<file path="config.mk">
export PLATFORM = sky130hd
export DESIGN_NAME = bm_frame_scheduler_flat
export DESIGN_NICKNAME = d
export VERILOG_FILES = /design/src/rtl/bm_pkg.sv /design/src/rtl/bm_frame_scheduler_if.sv /design/src/rtl/bm_frame_scheduler.sv /design/src/flat_wrapper.sv
export SDC_FILE = /design/constraint.sdc
export NUM_CORES = 1
export LEC_CHECK = 0
export ABC_CLOCK_PERIOD_IN_PS = 2600
export BUFFER_PORTS_ARGS = -buffer_cell sky130_fd_sc_hd__buf_4
export CAP_MARGIN = 20
export CORE_ASPECT_RATIO = 1.2
export CORE_MARGIN = 5
export CORE_UTILIZATION = 59
export CTS_CLUSTER_DIAMETER = 50
export DETAILED_ROUTE_END_ITERATION = 12
export PLACE_DENSITY = 0.79
export SLEW_MARGIN = 20
export SYNTH_ARGS = -nofsm -noshare
export SYNTH_HDL_FRONTEND = slang
export SYNTH_SLANG_ARGS = --single-unit
</file>
<file path="constraint.sdc">
create_clock -name clk -period 2.6 [get_ports clk]
set_input_delay 0.26 -clock clk [delete_from_list [all_inputs] [get_ports clk]]
set_output_delay 0.26 -clock clk [all_outputs]
set_load 0.005 [all_outputs]
</file>
<file path="src/rtl/bm_pkg.sv">
// rtl/bm_pkg.sv - shared block-matcher constants and scheduler state encoding
package bm_pkg;

    localparam int NUM_THIRDS = 3;
    localparam int THIRD_W    = 2;
    localparam int IMG_W      = 4;

    typedef enum logic [1:0] {
        ST_IDLE,
        ST_START,
        ST_WAIT,
        ST_FRAME_END
    } bm_state_e;

endpackage

</file>
<file path="src/rtl/bm_frame_scheduler_if.sv">
// rtl/bm_frame_scheduler_if.sv - writer/matcher handshake bundle seen by the frame scheduler
interface bm_frame_scheduler_if;
    import bm_pkg::*;

    logic [IMG_W-1:0]   image_number;
    logic               bm_idle;
    logic               bm_working_buf;
    logic               bm_start;
    logic [THIRD_W-1:0] bm_third;
    logic               bm_buf;
    logic               bm_done_a;
    logic               bm_done_b;

    modport master (
        input  image_number,
        input  bm_done_a,
        input  bm_done_b,
        output bm_idle,
        output bm_working_buf,
        output bm_start,
        output bm_third,
        output bm_buf
    );

    modport slave (
        output image_number,
        output bm_done_a,
        output bm_done_b,
        input  bm_idle,
        input  bm_working_buf,
        input  bm_start,
        input  bm_third,
        input  bm_buf
    );

endinterface

</file>
<file path="src/rtl/bm_frame_scheduler.sv">
// rtl/bm_frame_scheduler.sv - claims each freshly filled third-image buffer and walks both matchers through its thirds
module bm_frame_scheduler
    import bm_pkg::*;
#(
    parameter int num_thirds     = NUM_THIRDS,
    parameter int timeout_cycles = 2000000,
    parameter int skip_cnt_width = 8
) (
    input  logic                      clk,
    input  logic                      reset,
    bm_frame_scheduler_if.master      bm,
    output logic [skip_cnt_width-1:0] frames_skipped,
    output logic                      timeout_err
);

    localparam int                 TO_W       = $clog2(timeout_cycles);
    localparam logic [TO_W-1:0]    TO_LAST    = TO_W'(timeout_cycles - 1);
    localparam logic [THIRD_W-1:0] THIRD_LAST = THIRD_W'(num_thirds - 1);

    bm_state_e                 state_q, state_d;
    logic [IMG_W-1:0]          last_img_q, last_img_d;
    logic                      work_buf_q, work_buf_d;
    logic [THIRD_W-1:0]        third_q, third_d;
    logic                      done_a_q, done_a_d;
    logic                      done_b_q, done_b_d;
    logic [TO_W-1:0]           to_cnt_q, to_cnt_d;
    logic [skip_cnt_width-1:0] skip_q, skip_d;
    logic                      err_q, err_d;

    logic [IMG_W-1:0]          img_delta;
    logic                      img_new;
    logic [TO_W-1:0]           to_cnt_inc;

    always_comb begin
        state_d    = state_q;
        last_img_d = last_img_q;
        work_buf_d = work_buf_q;
        third_d    = third_q;
        done_a_d   = done_a_q;
        done_b_d   = done_b_q;
        to_cnt_d   = to_cnt_q;
        skip_d     = skip_q;
        err_d      = err_q;

        img_delta  = bm.image_number - last_img_q;
        img_new    = (bm.image_number != last_img_q);
        to_cnt_inc = to_cnt_q + TO_W'(1);

        case (state_q)
            // Frame end shares the detection path with idle so a back-to-back
            // image is claimed without ever raising bm_idle.
            ST_IDLE, ST_FRAME_END: begin
                if (img_new) begin
                    last_img_d = bm.image_number;
                    work_buf_d = ~bm.image_number[0];
                    third_d    = '0;
                    state_d    = ST_START;
                    if (img_delta > IMG_W'(1) && skip_q != '1) begin
                        skip_d = skip_q + skip_cnt_width'(1);
                    end
                end else begin
                    state_d = ST_IDLE;
                end
            end
            ST_START: begin
                done_a_d = 1'b0;
                done_b_d = 1'b0;
                to_cnt_d = '0;
                state_d  = ST_WAIT;
            end
            ST_WAIT: begin
                done_a_d = done_a_q | bm.bm_done_a;
                done_b_d = done_b_q | bm.bm_done_b;
                to_cnt_d = to_cnt_inc;
                // Completion is judged on the registered flags, which costs the
                // one idle cycle between the last done and the next start.
                if (done_a_q && done_b_q) begin
                    if (third_q == THIRD_LAST) begin
                        state_d = ST_FRAME_END;
                    end else begin
                        third_d = third_q + THIRD_W'(1);
                        state_d = ST_START;
                    end
                end else if (to_cnt_inc == TO_LAST) begin
                    err_d   = 1'b1;
                    state_d = ST_FRAME_END;
                end
            end
            default: state_d = ST_IDLE;
        endcase
    end

    always_ff @(posedge clk) begin
        if (reset) begin
            state_q    <= ST_IDLE;
            last_img_q <= bm.image_number;
            work_buf_q <= 1'b0;
            third_q    <= '0;
            done_a_q   <= 1'b0;
            done_b_q   <= 1'b0;
            to_cnt_q   <= '0;
            skip_q     <= '0;
            err_q      <= 1'b0;
        end else begin
            state_q    <= state_d;
            last_img_q <= last_img_d;
            work_buf_q <= work_buf_d;
            third_q    <= third_d;
            done_a_q   <= done_a_d;
            done_b_q   <= done_b_d;
            to_cnt_q   <= to_cnt_d;
            skip_q     <= skip_d;
            err_q      <= err_d;
        end
    end

    assign bm.bm_idle        = (state_q == ST_IDLE);
    assign bm.bm_working_buf = work_buf_q;
    assign bm.bm_start       = (state_q == ST_START);
    assign bm.bm_third       = third_q;
    assign bm.bm_buf         = work_buf_q;
    assign frames_skipped    = skip_q;
    assign timeout_err       = err_q;

endmodule

</file>
<file path="src/flat_wrapper.sv">
// flat-port wrapper written by rule: the top's interface ports become plain ports
module bm_frame_scheduler_flat import bm_pkg::*;
#(
    parameter int num_thirds     = NUM_THIRDS,
    parameter int timeout_cycles = 2000000,
    parameter int skip_cnt_width = 8
)
  (clk, reset, frames_skipped, timeout_err, bm_image_number, bm_bm_done_a, bm_bm_done_b, bm_bm_idle, bm_bm_working_buf, bm_bm_start, bm_bm_third, bm_bm_buf);
  bm_frame_scheduler_if bm_i ();
  input  logic clk;
  input  logic reset;
  output logic [skip_cnt_width-1:0] frames_skipped;
  output logic timeout_err;
  input wire logic [$bits(bm_i.image_number)-1:0] bm_image_number;
  input wire logic [$bits(bm_i.bm_done_a)-1:0] bm_bm_done_a;
  input wire logic [$bits(bm_i.bm_done_b)-1:0] bm_bm_done_b;
  output wire logic [$bits(bm_i.bm_idle)-1:0] bm_bm_idle;
  output wire logic [$bits(bm_i.bm_working_buf)-1:0] bm_bm_working_buf;
  output wire logic [$bits(bm_i.bm_start)-1:0] bm_bm_start;
  output wire logic [$bits(bm_i.bm_third)-1:0] bm_bm_third;
  output wire logic [$bits(bm_i.bm_buf)-1:0] bm_bm_buf;
  assign bm_i.image_number = bm_image_number;
  assign bm_i.bm_done_a = bm_bm_done_a;
  assign bm_i.bm_done_b = bm_bm_done_b;
  assign bm_bm_idle = bm_i.bm_idle;
  assign bm_bm_working_buf = bm_i.bm_working_buf;
  assign bm_bm_start = bm_i.bm_start;
  assign bm_bm_third = bm_i.bm_third;
  assign bm_bm_buf = bm_i.bm_buf;
  bm_frame_scheduler #(.num_thirds(num_thirds), .timeout_cycles(timeout_cycles), .skip_cnt_width(skip_cnt_width)) u_core (.clk(clk), .reset(reset), .bm(bm_i), .frames_skipped(frames_skipped), .timeout_err(timeout_err));
endmodule
</file>
Yosys cells after proc, flatten, opt, wreduce, memory -nomap -nowiden
Cells that the tools add are included.
{"block": "totals", "output_inout_bits": 15, "register_bits": 41, "word_cells": 57}
{"block": "classes", "addsub": 4, "bitwise": 4, "eq_ne": 11, "n_reduce_logical": 13, "mux": 15, "n_lt_le_gt_ge": 1}
{"cell": "case mux 21 bit (2 select lines)", "n": 1}
{"cell": "adder 21 x 1 -> 21 bit (second input constant)", "n": 1}
{"cell": "== test 21 bit (second input constant)", "n": 1}
{"cell": "two-way mux 2 bit", "n": 6}
{"cell": "two-way mux 4 bit", "n": 3}
{"cell": "adder 8 x 1 -> 8 bit (second input constant)", "n": 1}
{"cell": "inequality test 8 bit (second input constant)", "n": 1}
{"cell": "nonzero test 2 bit", "n": 4}
{"cell": "== test 2 bit (second input constant)", "n": 3}
{"cell": "case mux 2 bit (3 select lines)", "n": 1}
{"cell": "AND reduction 3 bit", "n": 2}
{"cell": "> comparator 4 x 1 -> 1 bit (second input constant)", "n": 1}
{"cell": "inequality test 2 x 1 -> 1 bit (second input constant)", "n": 2}
{"cell": "inequality test 4 bit", "n": 1}
{"cell": "case mux 1 bit (2 select lines)", "n": 2}
{"cell": "case mux 2 bit (2 select lines)", "n": 1}
{"cell": "AND reduction 2 bit", "n": 2}
{"cell": "AND reduction 4 bit", "n": 1}
{"cell": "subtractor 4 bit", "n": 1}
{"cell": "inequality test 3 x 1 -> 1 bit (second input constant)", "n": 1}
{"cell": "adder 2 x 1 -> 2 bit (second input constant)", "n": 1}
{"cell": "== test 2 x 1 -> 1 bit (second input constant)", "n": 1}
{"cell": "logical AND 1 bit", "n": 2}
{"cell": "logical NOT 2 bit", "n": 1}
{"cell": "other kinds (5)", "n": 7}

Longest topological paths before layout
Gate-level depths: netlist (run 1).
{"block": "logic_depth", "word_depth": 5, "ltp_mapped": 9, "mapped_depth_nobuf": 8}

Least setup slack after synthesis (run 1)
Ideal clock, no wire load.
{"block": "synth_path", "path_type": "reg-to-reg", "startpoint": "register u_core.last_img_q[0]", "endpoint": "register u_core.skip_q[7] (netlist: u_core.frames_skipped[7])", "setup_time_ns": 0.123, "period_less_slack_ns": 2.313, "t_required_ns": 2.477, "stages_incl_launch_ff": 9, "setup_slack_ns": 0.287, "t_arrival_ns": 2.190, "path_buffers": 1, "path_cell_list": "edfxtp_1 -> ha_1 -> fa_1 -> xor2_1 -> and2_1 -> and3_4 -> buf_6 -> nor4_1 -> mux2_1"}
{"block": "synth_between", "elab_chain_len": 4, "word_cells_on_any_way": 5, "classes_between": "1 x add/sub; 1 x order compare; 1 x eq/ne; 2 x reduce/logical"}
{"element": "start, declared", "line_no": "bm_frame_scheduler.sv:21", "rtl": "logic [IMG_W-1:0] last_img_q, last_img_d;"}
{"element": "start signal, assigned", "line_no": "bm_frame_scheduler.sv:96", "rtl": "last_img_q <= bm.image_number;"}
{"element": "start signal, assigned", "line_no": "bm_frame_scheduler.sv:106", "rtl": "last_img_q <= last_img_d;"}
{"element": "subtractor 4 bit", "line_no": "bm_frame_scheduler.sv:45", "rtl": "img_delta = bm.image_number - last_img_q;"}
{"element": "> comparator 4 x 1 -> 1 bit", "line_no": "bm_frame_scheduler.sv:58", "rtl": "if (img_delta > IMG_W'(1) && skip_q != '1) begin"}
{"element": "logical AND 1 bit", "line_no": "bm_frame_scheduler.sv:58"}
{"element": "AND reduction 3 bit (no line) (*)"}
{"element": "end signal, assigned", "line_no": "bm_frame_scheduler.sv:112", "rtl": "skip_q <= skip_d;"}
{"element": "end, declared", "line_no": "bm_frame_scheduler.sv:27", "rtl": "logic [skip_cnt_width-1:0] skip_q, skip_d;"}
Every way passes the cells marked *; elsewhere a longest branch is shown, timed or not.
A chain may end at the register's enable or synchronous reset.

Worst setup path in the final report (run 1)
Ends and elaborated chain as after synthesis.

==> results.md, run 1 <==
* Share of cells above drive strength 1 at 0.128
* Cell Rows at 26
* Worst slew pin tran at roughly 0.45 ns
* Clk pin slew, worst setup/hold paths at approximately 0.080 ns
* Final Hold Vio Count at 0
* Post-synth cell types at 60
* Async set-reset flop share out of synthesis at 0
* Vias in the first global route at 2096
* Fin crit share at 0.918
* Unrepaired setup endpoints after global routing: false
* Setup TNS Final at 0 ns
* Peak fanout along the critical path at 11
* CP peak stage delay at 0.43 ns
* Placed wire-length estimate at 4.14 mm
* Rel. slew slack at 0.696
* Setup-failing EPs final at 0
* ANT nets after route at 0
* Die X at around 70 µm
* Post-Route WL at roughly 5.6 mm
* Worst vdd ir at between 500 and 600 µV
* Main synth FF type: dfxtp_1
* Final instance area at 2830 µm²
* Grt total ovfl at 0
* Largest area contributor in the netlist: dfxtp_1
* Hold WC Path Type: primary input to flip-flop
* Syn Nets at between 300 and 400
* CTS Buf Count at 5
* Placer Congestion at slightly above 0.8
* Post-synthesis sequential area ratio at 0.337
* Wire length per cell at 14.3 µm
* Initial antenna violation count at 0
* Multi-input gate area at 1550 µm²
* Crit path depth at 7
* Post_cts resized at 0
* Drt pass-1 iters at 4
* Post-DP Area at between 2000 and 3000 µm²
* Reg2Reg Depth at 7
* Final nets at 355
* DRC at 0
* Layout Cells excl Fill at just under 400
* Initial core utilization at 0.605
* H-tree levels at 2
* Post-Syn Area per Cell at ~8.0 µm²
* Core area at 4230 µm²
* Post-CTS setup buffers at 0
* Starting DRT DRC Count at 94
* CTS max path bufs at 2
* Max Transition Viols Final at 0
* Leakage power at about 1.1 nW
* CTS root buf: clkbuf_8
* Die Footprint at between 5000 and 6000 µm²
* Fmax at 419 MHz
* Pin count of the biggest net entering global routing at 45
* Delay-heaviest family, CP: simple AND/OR/NAND/NOR gates
* Port bufs at 22
* Status: finished, final reports clean
* CP Data Arrival Time at about 2.6 ns
* Min cycle time layout at about 2.4 ns
* CP required at approximately 2.8 ns
* Worst path cell trace: ha_1 -> fa_1 -> xor2_1 -> and2_1 -> and3_4 -> nor4_1 -> mux2_1
* Placed Cells at 385
* Vias per cell at 5.99
* Layout Utilization at 0.668
* Vias at 2354
* Chip height at between 80 and 90 µm
* Synth top area share at 0.290
* Total track usage at 0.210
* First-pass GRT wire length at ~9.9 mm
* Post-Syn Area at 2560 µm²
* Worst setup EP type: flip-flop
* Fill cells at ~400
* Yosys warning total at 0
* Hold Crit Depth at 2
* Clk_lat worst skew at around 0.30 ns
* Worst clock skew at ~0.0076 ns
* CP max stage cell: fa_1
* Top Ports at 23
* Layout area overhead at 10.5%
* Buf+Inv Stages, Crit Path at 0
* Critical Path Start Type: flip-flop
* Max_cap viols at 0
* Sequential Area at 861 µm²
* Ant. Diodes at 0
* TritonCTS clock tree: done
* Mapped Cells at ~320
* Post-synth EDFFs at 4
* Hold_buf cts at 0
* Power per cell area at between 600 and 700 nW/µm²
* Critical path class: flip-flop to flip-flop
* CTS sink count at 41
* #FFs+latches synth at 41
* Largest cells by area after synthesis: dfxtp_1, a21oi_1, nand2_1
through the flow:
stage	total power, mW	setup WS (ns)	hold WS, ns
2_1_floorplan	1.29	0.287	0.356
3_3_place_gp	1.50	0.277	0.448
3_5_place_dp	1.53	0.214	0.458
4_1_cts	1.93	0.233	0.147
5_1_grt	2.07	0.158	0.141
6_report	1.92	0.214	0.148
registers in the layout, summed over array words and instances, names as in the netlist:
name	flops
u_core.bm.bm_buf	1
u_core.bm.bm_third	2
u_core.done_a_q	1
u_core.done_b_q	1
u_core.frames_skipped	8
u_core.last_img_q	4
u_core.state_q	2
u_core.timeout_err	1
u_core.to_cnt_q	21
worst paths after layout:
path / endpoint / start / slack, ns
max: u_core.frames_skipped[7]$_SDFFE_PP0P_ / u_core.last_img_q[0]$_DFFE_PP_ / 0.21
min: u_core.bm.bm_buf$_SDFFE_PP0P_ / bm_image_number[0] / 0.15
max reg2reg: u_core.frames_skipped[7]$_SDFFE_PP0P_ / u_core.last_img_q[0]$_DFFE_PP_ / 0.21
min reg2reg: u_core.timeout_err$_SDFFE_PP0P_ / u_core.timeout_err$_SDFFE_PP0P_ / 0.48
cells in the mapped netlist (all sizes together), types with 2 or more instances:
master / instances
nor4: 3
and4: 6
nand3: 14
nor3: 13
o21a: 3
clkbuf: 13
a21o: 3
o31ai: 4
edfxtp: 4
o32a: 2
nand3b: 2
inv: 12
and3: 8
ha: 10
mux2: 4
and2: 5
or3: 4
dfxtp: 37
nand2: 37
nor2b: 6
nand4b: 3
nor2: 30
or4: 7
a32oi: 2
nand4: 8
xor2: 3
o21ai: 17
buf: 7
or2: 2
o211ai: 2
a21boi: 2
a21oi: 30
xnor2: 2
kinds of logic (layout without fill, tap and decap cells):
| kind of cell | count (synthesis) | count (layout) | synth area share |
|---|---|---|---|
| flip-flops | 41 | 41 | 0.337 |
| AND/OR/NAND/NOR | 153 | 153 | 0.328 |
| buffers and inverters | 32 | 48 | 0.0563 |
| XOR/XNOR | 5 | 5 | 0.0171 |
| multiplexers | 5 | 5 | 0.0215 |
| adder cells (fa/ha/maj) | 11 | 11 | 0.0568 |
| AO/OA/AOI/OAI | 74 | 74 | 0.184 |
cell usage in the layout, fill, tap and decap left out, drive strengths merged, types with 3 or more instances in the layout:
master	netlist	final
inv	12	12
a21oi	30	30
nand4b	3	3
ha	10	10
clkinv	0	3
nand2	37	37
buf	7	28
o21a	3	3
and2	5	5
or3	4	4
clkbuf	13	5
nor4	3	3
and4	6	6
o31ai	4	4
or4	7	7
nor2b	6	6
nand3	14	14
edfxtp	4	4
and3	8	8
nor3	13	13
nand4	8	8
o21ai	17	17
mux2	4	4
xor2	3	3
a21o	3	3
nor2	30	30
dfxtp	37	37
cell type report:
type | instances | share of cell area
repair buffers | 28 | 0.0744
multi-input cells | 248 | 0.550
clock buffers | 5 | 0.0244
well taps | 56 | 0.0248
clock inverters | 3 | 0.00620
flip-flops and latches | 41 | 0.305
inverters | 12 | 0.0159
metal layers:
layer | GRT usage | wire, µm | up-vias
li1 | - | - | 1196
met1 | 0.259 | 2420 | 1099
met2 | 0.368 | 2870 | 49
met3 | 0.0436 | 237 | 10
met4 | 0.0690 | 96 | 0
met5 | 0 | 0 | -
report_power, final:
part           internal [mW]  switching (mW)
logic                  0.298           0.458
clock network          0.185           0.219
registers              0.707          0.0478
Note: power is estimated with default switching activity, not from simulation.
==> run 2, diff against run 1 <==
--- a/config.mk
+++ b/config.mk
@@ -13,6 +13,7 @@
 export CORE_UTILIZATION = 59
 export CTS_CLUSTER_DIAMETER = 50
 export DETAILED_ROUTE_END_ITERATION = 12
+export HOLD_SLACK_MARGIN = 0.15
 export PLACE_DENSITY = 0.79
 export SLEW_MARGIN = 20
 export SYNTH_ARGS = -nofsm -noshare
==> results.md, run 2 (same netlist as run 1, synthesis figures left out) <==
* Status: finished, final reports clean (unchanged)
* Hold Crit Endpoint: u_core.last_img_q[1]$_DFFE_PP_ (was u_core.bm.bm_buf$_SDFFE_PP0P_)
* Initial antenna violation count at 0 (unchanged)
* Peak fanout along the critical path at 11 (unchanged)
* Clk network pwr share at 0.211 (about the same)
* Max_cap viols at 0 (unchanged)
* Starting DRT DRC Count at 110 (was 94)
* Clk_lat worst skew at 0.30 ns (about the same)
* Fin crit share at 0.939 (was 0.918)
* Worst slew pin tran at 0.470 ns (was 0.454 ns)
* Final Hold Vio Count at 0 (unchanged)
* Reg-to-Reg Start: u_core.last_img_q[0]$_DFFE_PP_ (unchanged)
* Critical path class: primary input to flip-flop (was flip-flop to flip-flop)
* Pint at 1.19 mW (about the same)
* Buf+Inv Stages, Crit Path at 2 (was 0)
* Placer Congestion at 0.815 (unchanged)
* Top reg by flops: u_core.to_cnt_q (unchanged)
* Chip height at 82.1 µm (unchanged)
* Ant. Diodes at 0 (unchanged)
* Cell Rows at 26 (unchanged)
* Unrepaired setup endpoints after global routing: false (unchanged)
* CTS max path bufs at 2 (unchanged)
* Max reg flops at 21 (unchanged)
* H-tree levels at 2 (unchanged)
* Min cycle time layout at 2.44 ns (was 2.39 ns)
* Comb power frac at 0.396 (was 0.395)
* Leakage power at 1.10 nW (was 1.09 nW)
* CTS Buf Count at 5 (unchanged)
* Setup-failing EPs final at 0 (unchanged)
* Setup TNS Final at 0 ns (unchanged)
* Vias at 2392 (was 2354)
* Reg2Reg Depth at 7 (unchanged)
* Worst vdd ir at 541 µV (was 540 µV)
* Delay-heaviest family, CP: simple AND/OR/NAND/NOR gates (unchanged)
* Pin count of the biggest net entering global routing at 45 (unchanged)
* Vias in the first global route at 2113 (was 2096)
* Max Transition Viols Final at 0 (unchanged)
* Post-DP Area at 2740 µm² (unchanged)
* Drt pass-1 iters at 4 (unchanged)
* Hold Crit Start: bm_image_number[1] (was bm_image_number[0])
* First-pass GRT wire length at 9.93 mm (was 9.86 mm)
* Die Footprint at 5760 µm² (unchanged)
* FF-to-FF setup slack at 0.21 ns (about the same)
* Net Sw Power at 729 µW (was 725 µW)
* Die X at 70.1 µm (unchanged)
* Most frequent cells in the layout: nand2_1, dfxtp_1, a21oi_1, nor2_1, buf_4 (unchanged)
* Critical R2R Capture: u_core.frames_skipped[7]$_SDFFE_PP0P_ (unchanged)
* Total track usage at 0.211 (was 0.210)
* Core area at 4230 µm² (unchanged)
* Wire length per cell at 14.4 µm (was 14.3 µm)
* Grt total ovfl at 0 (unchanged)
* Net Sw Frac at 0.379 (about the same)
* Top Ports at 23 (unchanged)
* Seq pwr share at 0.393 (was 0.394)
* Clk pin slew, worst setup/hold paths at 0.08 ns (about the same)
* Initial core utilization at 0.605 (unchanged)
* Hold WC Path Type: primary input to flip-flop (unchanged)
* Fill cells at 392 (was 395)
* Layout Cells excl Fill at 395 (was 393)
* Layout area overhead at 11.3% (was 10.5%)
* Hold Crit Depth at 1 (was 2)
* Crit path depth at 8 (was 7)
* CP required at 2.79 ns (about the same)
* Vias per cell at 6.06 (was 5.99)
* CTS root buf: clkbuf_8 (unchanged)
* Worst clock skew at 0.00754 ns (was 0.00758 ns)
* Worst path cell trace: dlygate4sd3_1 -> buf_4 -> ha_1 -> o21a_1 -> or3_1 -> and3_4 -> nor4_1 -> mux2_1 (was ha_1 -> fa_1 -> xor2_1 -> and2_1 -> and3_4 -> nor4_1 -> mux2_1)
* Post-Route WL at 5.70 mm (was 5.62 mm)
* Power per cell area at 675 nW/µm² (was 678 nW/µm²)
* Setup crit start: bm_image_number[2] (was u_core.last_img_q[0]$_DFFE_PP_)
* CP peak stage delay at 0.54 ns (was 0.43 ns)
* Placed wire-length estimate at 4.14 mm (unchanged)
* Post_cts resized at 0 (unchanged)
* Final nets at 357 (was 355)
* CP max stage cell: dlygate4sd3_1 (was fa_1)
* DRC at 0 (unchanged)
* Port bufs at 22 (unchanged)
* Worst setup EP type: flip-flop (unchanged)
* Share of cells above drive strength 1 at 0.127 (was 0.128)
* ANT nets after route at 0 (unchanged)
* Fmax at 410 MHz (was 419 MHz)
* CTS sink count at 41 (unchanged)
* TritonCTS clock tree: done (unchanged)
* Rel. slew slack at 0.687 (was 0.696)
* CP Data Arrival Time at 2.63 ns (was 2.58 ns)
* Final instance area at 2850 µm² (was 2830 µm²)
* Placed Cells at 385 (unchanged)
* Critical Path Start Type: primary input (was flip-flop)
[run 2: changes by cell type in the layout (fill, tap and decap cells not counted), sizes merged]
cell / change
dlygate4sd3: +2
[run 2: area by class of cell]
cell class              count  area [µm²]  area share
multi-input cells         248        1550       0.546
repair buffers             30         230      0.0809
inverters                  12        45.0      0.0158
well taps                  56        70.1      0.0246
clock buffers               5        68.8      0.0242
clock inverters             3        17.5     0.00616
flip-flops and latches     41         861       0.303
[run 2: power groups by stage]
stage	registers, mW	logic [mW]	clock network, mW
2_1_floorplan	0.760	0.530	0
5_1_grt	0.767	0.864	0.446
3_5_place_dp	0.771	0.759	0
4_1_cts	0.755	0.763	0.417
6_report	0.756	0.760	0.405
3_3_place_gp	0.766	0.735	0
[run 2: metrics by stage]
stage / util / setup slack, ns / hold WS, ns / total power [mW]
floorplan: - / 0.287 / 0.356 / 1.29
global placement: 0.648 / 0.277 / 0.448 / 1.50
detailed placement: 0.648 / 0.214 / 0.458 / 1.53
CTS: 0.673 / 0.180 / 0.154 / 1.94
global route: 0.673 / 0.110 / 0.152 / 2.08
finish: 0.673 / 0.160 / 0.158 / 1.92
[run 2: worst register-to-register path, delay by kind of cell (launching register included)]
family                   cells  cell delay (ns)
flip-flops                   1             0.40
adder cells (fa/ha/maj)      2             0.69
multiplexers                 1             0.35
XOR/XNOR                     1             0.15
AND/OR/NAND/NOR              3             0.70
[run 2: how the worst max path moves through the flow]
| stage | end | slack (ns) |
|---|---|---|
| floorplan | u_core.frames_skipped[7]$_SDFFE_PP0P_ | 0.29 |
| finish | u_core.frames_skipped[7]$_SDFFE_PP0P_ | 0.16 |
| detailed placement | u_core.frames_skipped[5]$_SDFFE_PP0P_ | 0.21 |
| global placement | u_core.frames_skipped[7]$_SDFFE_PP0P_ | 0.28 |
| global route | u_core.frames_skipped[7]$_SDFFE_PP0P_ | 0.11 |
| CTS | u_core.frames_skipped[5]$_SDFFE_PP0P_ | 0.18 |
[run 2: timing repair]
action | CTS | global route
endpoints found under the hold margin | 3 | 0
buffers inserted | 0 | 0
hold buffers | 2 | 0
[run 2: routing by layer]
metal  up-vias  GRT usage  wire length [µm]
met4         0     0.0690                95
li1       1193          -                 -
met3        10     0.0436               281
met2        64      0.369              2860
met1      1125      0.262              2470
met5         -          0                 0
